`config.mk`:
```
export PLATFORM = sky130hd
export DESIGN_NAME = bit_counter_flat
export DESIGN_NICKNAME = d
export VERILOG_FILES = /design/src/rtl/bit_counter_if.sv /design/src/rtl/bit_counter.sv /design/src/flat_wrapper.sv
export SDC_FILE = /design/constraint.sdc
export NUM_CORES = 1
export LEC_CHECK = 0
export BUFFER_PORTS_ARGS = -buffer_cell sky130_fd_sc_hd__buf_2
export CORE_MARGIN = 1
export CORE_UTILIZATION = 34
export DETAILED_ROUTE_END_ITERATION = 7
export SETUP_SLACK_MARGIN = 0.3
export SYNTH_ARGS = -nofsm -noshare
export SYNTH_HDL_FRONTEND = slang
export SYNTH_SLANG_ARGS = --single-unit
```
`constraint.sdc`:
```
create_clock -name clk -period 2.1 [get_ports clk]
set_input_delay 0.315 -clock clk [delete_from_list [all_inputs] [get_ports clk]]
set_output_delay 0.315 -clock clk [all_outputs]
set_load 0.01 [all_outputs]
```
`src/rtl/bit_counter_if.sv`:
```
// Operand, control strobes and result signals of the bit_counter block.
// The master side drives the operand and strobes; the slave side is the counter itself.
interface bit_counter_if;
    logic       w;
    logic       LA;
    logic       EA;
    logic       LB;
    logic       EB;
    logic [3:0] Data;
    logic [3:0] A;
    logic [2:0] B;
    logic       z;
    logic       a0;

    modport master (
        output w, LA, EA, LB, EB, Data,
        input  A, B, z, a0
    );

    modport slave (
        input  w, LA, EA, LB, EB, Data,
        output A, B, z, a0
    );
endinterface

```
`src/rtl/bit_counter.sv`:
```
// Population count of a 4-bit operand using a right-shift register A and a 3-bit counter B,
// driven either by external strobes (w=0) or by an internal shift-and-count sequencer (w=1).
module bit_counter (
    input  logic          clk,
    input  logic          rst,
    bit_counter_if.slave  bus
);

    typedef enum logic [1:0] {
        S1 = 2'b00,
        S2 = 2'b01,
        S3 = 2'b10
    } state_t;

    state_t     state_q, state_d;
    logic [3:0] a_q, a_d;
    logic [2:0] b_q, b_d;
    logic       z_w;

    assign z_w = (a_q == 4'b0000);

    always_ff @(posedge clk or negedge rst) begin
        if (!rst) begin
            state_q <= S1;
            a_q     <= 4'b0000;
            b_q     <= 3'd0;
        end else begin
            state_q <= state_d;
            a_q     <= a_d;
            b_q     <= b_d;
        end
    end

    always_comb begin
        state_d = state_q;
        a_d     = a_q;
        b_d     = b_q;
        if (!bus.w) begin
            // Leaving S2/S3 holds the datapath for one edge; strobes only act from S1.
            state_d = S1;
            if (state_q == S1) begin
                if (bus.LA) begin
                    a_d = bus.Data;
                end else if (bus.EA) begin
                    a_d = {1'b0, a_q[3:1]};
                end
                if (bus.LB) begin
                    b_d = 3'd0;
                end else if (bus.EB) begin
                    b_d = b_q + 3'd1;
                end
            end
        end else begin
            case (state_q)
                S1: begin
                    a_d     = bus.Data;
                    b_d     = 3'd0;
                    state_d = S2;
                end
                S2: begin
                    if (!z_w) begin
                        a_d = {1'b0, a_q[3:1]};
                        if (a_q[0]) begin
                            b_d = b_q + 3'd1;
                        end
                    end else begin
                        state_d = S3;
                    end
                end
                S3: begin
                    state_d = S3;
                end
                default: begin
                    state_d = S1;
                end
            endcase
        end
    end

    assign bus.A  = a_q;
    assign bus.B  = b_q;
    assign bus.z  = z_w;
    assign bus.a0 = a_q[0];

endmodule

```
`src/flat_wrapper.sv`:
```
// flat-port wrapper written by rule: the top's interface ports become plain ports
module bit_counter_flat 
  (clk, rst, bus_w, bus_LA, bus_EA, bus_LB, bus_EB, bus_Data, bus_A, bus_B, bus_z, bus_a0);
  bit_counter_if bus_i ();
  input  logic clk;
  input  logic rst;
  input wire logic [$bits(bus_i.w)-1:0] bus_w;
  input wire logic [$bits(bus_i.LA)-1:0] bus_LA;
  input wire logic [$bits(bus_i.EA)-1:0] bus_EA;
  input wire logic [$bits(bus_i.LB)-1:0] bus_LB;
  input wire logic [$bits(bus_i.EB)-1:0] bus_EB;
  input wire logic [$bits(bus_i.Data)-1:0] bus_Data;
  output wire logic [$bits(bus_i.A)-1:0] bus_A;
  output wire logic [$bits(bus_i.B)-1:0] bus_B;
  output wire logic [$bits(bus_i.z)-1:0] bus_z;
  output wire logic [$bits(bus_i.a0)-1:0] bus_a0;
  assign bus_i.w = bus_w;
  assign bus_i.LA = bus_LA;
  assign bus_i.EA = bus_EA;
  assign bus_i.LB = bus_LB;
  assign bus_i.EB = bus_EB;
  assign bus_i.Data = bus_Data;
  assign bus_A = bus_i.A;
  assign bus_B = bus_i.B;
  assign bus_z = bus_i.z;
  assign bus_a0 = bus_i.a0;
  bit_counter u_core (.clk(clk), .rst(rst), .bus(bus_i));
endmodule
```
==> results of run 1 <==
==> cells by family after synthesis <==
logic type	Yosys count	share of synthesized area, %
compound gates	18	22.91
fa+ha+maj	4	8.811
buf+inv	6	4.626
flops	9	39.65
mux	5	9.031
simple gates	16	14.98
==> worst reg2reg max path: stages, from the launching register on <==
cell and delay [ps]:
dfrtp_1 360, inv_1 110, ha_1 300, mux2_2 360, nand2_1 80, o21ai_2 80, mux2i_1 130
==> through the flow <==
stage	worst slack, ps	power (mW)	util [%]
floorplan	680.7	0.7368	-
global placement	617.0	0.8780	43.83
detailed placement	568.4	0.8843	43.83
CTS	547.1	1.027	46.19
global route	393.0	1.112	46.19
finish	550.3	1.017	46.19
==> cell usage after synthesis (all sizes together) <==
cell type and instances:
dfrtp 9, a21oi 8, nor2 8, inv 5, o21ai 5, ha 4
mux2i 4, nand2 3, nand3 2, a21o 1, a31oi 1, a32oi 1
buf 1, mux2 1, nand2b 1, nor2b 1, nor4 1, o31ai 1
o41ai 1
==> power breakdown <==
group	switching, mW	internal (mW)	total, mW
clock network	0.0677	0.0736	0.141
registers	0.106	0.252	0.358
logic	0.283	0.234	0.517
total	0.457	0.560	1.02
==> per-layer routing <==
metal	vias up	routed length, um	global-route usage, %
met5	-	0	0
met4	0	24	9.375
met3	2	31	2.553
met2	8	487	19.09
met1	223	583	19.26
li1	251	-	-
==> registers in the layout, summed over array words and instances (netlist names) <==
register	cells
u_core.bus.A	4
u_core.bus.B	3
u_core.state_q	2
==> placed cells by master, fill, tap and decap left out, drive strengths merged <==
master,count
a21o,1
a21oi,8
a31oi,1
a32oi,1
buf,19
clkbuf,4
dfrtp,9
dlygate4sd3,1
ha,4
inv,5
mux2,1
mux2i,4
nand2,3
nand2b,1
nand3,2
nor2,8
nor2b,1
nor4,1
o21ai,5
o31ai,1
o41ai,1
==> layout make-up <==
type                       count  share of cell area (%)
sequential                     9                   31.63
timing repair buffer          20                   14.76
clock buffer                   4                   3.691
inverter                       5                   2.636
tap                           16                   2.812
multi-input combinational     43                   44.46
==> repair_timing <==
item / 4_1_cts / 5_1_grt
hold buffers: 1 / 0
setup buffers: 0 / 0
hold endpoints to repair: 9 / 0
==> final timing paths <==
kind                                   start                end  slack (ps)
max                          u_core.bus.A[3]              bus_z         550
min                              bus_Data[3]    u_core.bus.A[3]         280
max reg2reg                u_core.state_q[1]    u_core.bus.B[1]         570
min reg2reg                  u_core.bus.B[2]    u_core.bus.B[2]         480
max in group asynchronous                rst    u_core.bus.A[1]        1500
min in group asynchronous                rst  u_core.state_q[1]         420
==> results.toml, run 1 <==
[clocking]
clock_latency_ps = 270
cts-root-buf = "clkbuf_4"
clock-sinks = 9
clockBufferDepth = 2
cts.reportedPaths.clkPinSlew_ps = 60
cts_buffers = 3
cts.htree.levels = 1
cts_tree = "done"
post_cts_resized = 0

[synth]
syn-cell-area_um2 = 568.0
synth_cells = 58
ys_seq_area_share_pct = 39.65
yosysTopAreaCellShare_pct = 39.65
yosys_register_bits = 9
syn_avg_cell_area_um2 = 9.794
synth_warnings = 0
yosysUniqueCellTypes = 21
synth_top_cell_by_area = "dfrtp_1"
synthTopCellsByArea = "dfrtp_1, ha_1, a21oi_1"
syn_nets = 73

[pwr]
cellPowerDensity_nw_per_um2 = 1428
vdd_drop_max_uv = 589.3
p_leak_nw = 0.3483

[final_layout]
ff_latch_area_um2 = 225.2
syn_to_final_growth_pct = 25.33
num_antenna_cells = 0
multi_input_area_um2 = 316.6
finish.instance_area_um2 = 711.9
nFillCells = 175
final_nets = 97
drive_gt1_share_pct = 34.57
layoutNonFillerInstCount = 97

[setup_path]
worstPathCellList = "nor4_4 -> buf_2"
crit_path_end_kind = "output pin"
critPathRequiredTime_ps = 1780
cp.depth = 2
worstPathBufferInverterCount = 1
reg2regPathDepth = 6
slowest_stage = "dfrtp_1"
cp.arrival_ps = 1230
path_class = "reg2out"
slowest_delay_ps = 450
cp_max_fo = 5
critPathLaunchType = "flop"
cpLargestDelayFamily = "flip-flops"

[sta]
max_freq_mhz = 645.3
final_hold_viol_count = 0
period_share_pct = 73.80
setup-tns-final_ps = 0
tightest_slew_ps = 432.6
slew_violations = 0
fin_hold_ws_ps = 279.7
finalCriticalPeriod_ps = 1550
rsz0062_at_grt = "no"
timing.slew.headroom_pct = 70.84
report.final.setup_viol = 0
skew_ps = 1.346

[status]
outcome = "complete, no violations"

[grt]
overflow = 0
grt_max_degree = 10
grt_first_pass_wirelength_um = 1828
antenna_found_initial = 0
grt_pass1_vias = 433
grtUsageTotal_pct = 13.84

[hold_path]
hp-class = "in2reg"
hold_depth = 3

[placed_design]
dp.cells = 92
gp_congestion = 0.7196
placed_cell_area_um2 = 675.6
port_buffers = 19

[route]
via_count = 484
drtPass1Iterations = 3
viasPerCell = 4.990
drt_iter0_markers = 10
drt_wl_total_um = 1126
wl_per_cell_um = 11.61
drc = 0
drtAntennaViolNets = 0

[floorplanning]
die_w_um = 42.88
chipHeight_um = 42.88
die_area_um2 = 1838
core_area_um2 = 1541
ios = 20
start_util_pct = 36.85
rows = 14

[run]
max-cap-violations = 0
Power figures use the tool's default switching activity.
==> run 2, diff against run 1 <==
clock period = 1.27 ns   (was 2.1 ns; I/O delays follow)
==> run 2 against run 1 <==
Net effect: the run now ends with negative setup slack left; clock-buffer cell count did not move; clock power increased by 70%; cell area rose by 41%; highest routed layer unchanged; first-iteration DRC count fell by 30%; sequential share of layout area fell by 8.7 points; critical path depth is the same; clock skew up 2.2 ps; hold slack lost 92 ps; global-route usage is 3.4 points higher; via count is 24% higher.
==> results.toml, run 2 (same netlist as run 1, synthesis figures left out) <==
[final_layout]
mostFrequentLayoutCell = "buf_2"
mostFrequentLayoutCells = "buf_2, buf_4, buf_6"
nFillCells = 123
finish.instance_area_um2 = 1006
multi_input_area_um2 = 392.9
largest_reg_flops = 4
syn_to_final_growth_pct = 77.09
final_util_pct = 65.26
drive_gt1_share_pct = 65.69
ff_latch_area_um2 = 230.2
final_nets = 118
layoutNonFillerInstCount = 118
num_antenna_cells = 0

[sta]
report.final.setup_viol = 11
skew_ps = 3.517
final_hold_viol_count = 0
timing.slew.headroom_pct = 77.50
tightest_slew_ps = 333.9
rsz0062_at_grt = "yes"
period_share_pct = 108.2
slew_violations = 0
max_freq_mhz = 727.7
worst_slack_ps = -104.2
finalCriticalPeriod_ps = 1374

[clocking]
cts.reportedPaths.clkPinSlew_ps = 70
clock-sinks = 9
cts-root-buf = "clkbuf_4"
cts_buffers = 3
clock_latency_ps = 260
cts.htree.levels = 1
cts_tree = "done"
clockBufferDepth = 2

[placed_design]
gp_congestion = 0.6881
port_buffers = 19
placed_cell_area_um2 = 774.5
dp.cells = 103
dp_slack_ps = -147.8
hpwl_um = 1064

[floorplanning]
ios = 20
die_w_um = 42.88
core_area_um2 = 1541
rows = 14
die_area_um2 = 1838
chipHeight_um = 42.88
start_util_pct = 36.85

[grt]
grt_max_degree = 10
antenna_found_initial = 0
overflow = 0
grt_pass1_vias = 536
grtUsageTotal_pct = 17.28
grt_first_pass_wirelength_um = 2373

[setup_path]
crit_path_end_kind = "output pin"
reg2reg_to = "u_core.bus.B[1]"
cp_max_fo = 2
slowest_stage = "dfrtp_2"
crit_path_end = "bus_z"
critPathRequiredTime_ps = 1080
startpoint = "u_core.bus.A[0]"
cpLargestDelayFamily = "flip-flops"
worstPathBufferInverterCount = 1
rrSetupSlack_ps = -90
worstPathCellList = "nor4_4 -> buf_2"
slowest_delay_ps = 430
cp.depth = 2
cp.arrival_ps = 1180
r2r-start = "u_core.state_q[1]"
critPathLaunchType = "flop"
reg2regPathDepth = 6
path_class = "reg2out"

[status]
outcome = "finished, violations left"
violations = "negative setup slack"

[run]
max-cap-violations = 0

[pwr]
cellPowerDensity_nw_per_um2 = 2599
p_leak_nw = 0.4803
combPwrFrac_pct = 68.8
internal_power_mw = 1.565
swShare_pct = 40.13
p_switching_mw = 1.049
vdd_drop_max_uv = 1216
power_frac_seq_pct = 22.0
p_clk_share_pct = 9.1

[route]
viasPerCell = 5.068
drc = 0
wl_per_cell_um = 13.68
drtPass1Iterations = 4
drt_wl_total_um = 1614
drt_iter0_markers = 7
via_count = 598
drtAntennaViolNets = 0

[hold_path]
hp-class = "in2reg"
[run 2: worst min path at each step]
stage	from	endpoint	slack (ps)	cells past startpoint
floorplan	rst	u_core.bus.A[0]	-110	0
global placement	rst	u_core.bus.A[1]	60	1
detailed placement	rst	u_core.bus.A[3]	60	1
CTS	bus_Data[3]	u_core.bus.A[3]	180	3
global route	bus_Data[3]	u_core.bus.A[3]	190	3
finish	bus_Data[3]	u_core.bus.A[3]	190	3
[run 2: cell type report]
type / count / area share (%)
timing repair buffer: 41 / 31.59
clock buffer: 4 / 2.612
inverter: 5 / 1.866
sequential: 9 / 22.89
tap: 16 / 1.990
multi-input combinational: 43 / 39.05
[run 2: through the flow]
stage	hold slack, ps	setup TNS, ps	power, mW
finish	187.3	-677.8	2.614
global route	191.0	-1277	2.787
CTS	181.6	-555.8	2.347
detailed placement	62.84	-800.5	1.769
global placement	58.04	-328.6	1.721
floorplan	-105.1	-334.5	1.262
[run 2: repair_timing]
action	in CTS	in global routing
pin swaps	4	5
setup endpoints to repair	18	18
setup buffers	5	5
gates resized for setup	19	12
hold buffers	1	0
hold endpoints to repair	9	0
[run 2: routing by layer]
layer / track usage, % / share of wire (%) / up-vias / routed length, um
met5: 0 / 0 / - / 0
met4: 5.625 / 1.2 / 0 / 19
met3: 4.255 / 3.0 / 4 / 48
met2: 27.88 / 48 / 9 / 781
met1: 22.43 / 47 / 289 / 766
li1: - / - / 296 / -
[run 2: power groups by stage]
stage	clock network (mW)	registers [mW]	logic (mW)
global placement	0	0.576	1.15
finish	0.239	0.576	1.80
floorplan	0	0.634	0.628
CTS	0.233	0.584	1.53
global route	0.259	0.594	1.93
detailed placement	0	0.582	1.19
[run 2: worst min-delay path, delay by kind of cell]
family | cells | cell delay [ps]
buffers and inverters | 1 | 110
AND/OR/NAND/NOR | 1 | 60
AO/OA/AOI/OAI | 1 | 50
==> run 3, diff against run 2 <==
CORE_MARGIN = not set   (was 1)
PLACE_DENSITY_LB_ADDON = 0.05   (was not set)
SLEW_MARGIN = 20   (was not set)
==> run 3 against run 2 <==
Net effect: the run still ends with negative setup slack left; register-to-register slack is essentially flat; core utilization shrank 2.2 points; critical path depth is the same; global-route usage grew 0.11 points; via count shrank 5.9%; largest cell class unchanged.
==> results.toml, run 3 (same netlist as run 1, synthesis figures left out) <==
[status]
outcome = "finished, violations left"
violations = "negative setup slack"

[route]
drt_wl_total_um = 1324
viasPerCell = 5.027
drc = 0
wl_per_cell_um = 11.82
via_count = 563
drt_iter0_markers = 7
drtAntennaViolNets = 0
drtPass1Iterations = 4

[floorplanning]
rows = 14
die_area_um2 = 1838
start_util_pct = 36.85
die_w_um = 42.88
chipHeight_um = 42.88
ios = 20
core_area_um2 = 1541

[final_layout]
final_nets = 112
mostFrequentLayoutCells = "buf_2, buf_4, buf_6"
finish.instance_area_um2 = 972.2
largest_reg_flops = 4
num_antenna_cells = 0
layoutNonFillerInstCount = 112
syn_to_final_growth_pct = 71.15
drive_gt1_share_pct = 63.54
mostFrequentLayoutCell = "buf_2"

[setup_path]
reg2reg_to = "u_core.bus.B[1]"
r2r-start = "u_core.state_q[1]"
slowest_delay_ps = 430
critPathRequiredTime_ps = 1080
cp_max_fo = 3
path_class = "reg2out"
slowest_stage = "dfrtp_2"
worstPathCellList = "nor4_4 -> buf_2"
reg2regPathDepth = 6
worstPathBufferInverterCount = 1
rrSetupSlack_ps = -100
cp.arrival_ps = 1180
critPathLaunchType = "flop"
crit_path_end_kind = "output pin"
cpLargestDelayFamily = "flip-flops"

[clocking]
clockBufferDepth = 2
cts_tree = "done"
cts-root-buf = "clkbuf_4"
clock_latency_ps = 260
cts.htree.levels = 1
cts.reportedPaths.clkPinSlew_ps = 60
clock-sinks = 9
cts_buffers = 3

[hold_path]
worstHoldStart = "bus_Data[3]"
hp-class = "in2reg"
hold_end = "u_core.bus.A[3]"
hold_depth = 3

[sta]
slew_violations = 0
max_freq_mhz = 728.7
period_share_pct = 108.1
skew_ps = 0.5662
finalCriticalPeriod_ps = 1372
fin_hold_ws_ps = 178.0
rsz0062_at_grt = "yes"
final_hold_viol_count = 0
timing.slew.headroom_pct = 77.93
worst_slack_ps = -102.3
report.final.setup_viol = 8
setup-tns-final_ps = -459.4
tightest_slew_ps = 327.6

[grt]
grt_first_pass_wirelength_um = 2311
grt_max_degree = 10
grt_pass1_vias = 541
antenna_found_initial = 0
overflow = 0
grtUsageTotal_pct = 17.40

[placed_design]
hpwl_um = 961.5
dp.cells = 104
placed_cell_area_um2 = 782.0
dp_slack_ps = -88.03
port_buffers = 19
gp_congestion = 0.7474

[pwr]
vdd_drop_max_uv = 1349
cellPowerDensity_nw_per_um2 = 2548
p_leak_nw = 0.4545

[run]
max-cap-violations = 0
run 3: cell count changes in the layout (fill, tap and decap cells not counted), sizes merged:
cell / previous run / this run
buf: 40 / 34
run 3: final cells by class:
class	instances	area, um2
timing repair buffer	35	257.7
inverter	5	18.77
sequential	9	229.0
multi-input combinational	43	420.4
tap	16	20.02
fill	142	569.3
clock buffer	4	26.28
run 3: per-stage QoR:
stage | util, % | power (mW)
finish | 63.07 | 2.477
global route | 63.07 | 2.688
floorplan | - | 1.262
global placement | 50.73 | 1.755
detailed placement | 50.73 | 1.760
CTS | 59.82 | 2.325
run 3: where the power goes:
part | internal (mW) | leakage (nW) | switching, mW
registers | 0.428 | 0.109 | 0.156
logic | 0.930 | 0.330 | 0.737
clock network | 0.121 | 0.0150 | 0.105
run 3: how the worst max path moves through the flow:
stage | startpoint | to | depth (start not counted) | slack (ps)
after floorplan | u_core.bus.A[0] | u_core.bus.A[0] | 4 | -80
after global placement | u_core.state_q[0] | u_core.bus.A[2] | 5 | -80
after detailed placement | u_core.state_q[0] | u_core.bus.B[2] | 6 | -90
after CTS | u_core.bus.A[0] | bus_z | 2 | -120
after global routing | u_core.bus.A[0] | bus_z | 2 | -180
final | u_core.bus.A[0] | bus_z | 2 | -100
run 3: timing repair:
item / 4_1_cts / 5_1_grt
endpoints found under the setup margin: 18 / 18
buffers inserted: 2 / 1
gates resized for setup: 21 / 9
pin swaps: 7 / 2
hold buffers: 1 / 0
hold endpoints to repair: 9 / 0
run 3: worst register-to-register path, cell delays in order (launching register included):
cell,delay (ps)
dfrtp_1,370
inv_2,110
ha_4,200
mux2_4,330
nand2_4,70
o21ai_4,60
mux2i_1,120
run 3: layer usage:
layer / vias to the layer above / routed length [um] / track usage, %
met4: 0 / 9 / 5.625
met2: 15 / 642 / 27.58
met1: 262 / 591 / 20.63
met3: 2 / 80 / 8.085
li1: 284 / - / -
met5: - / 0 / 0
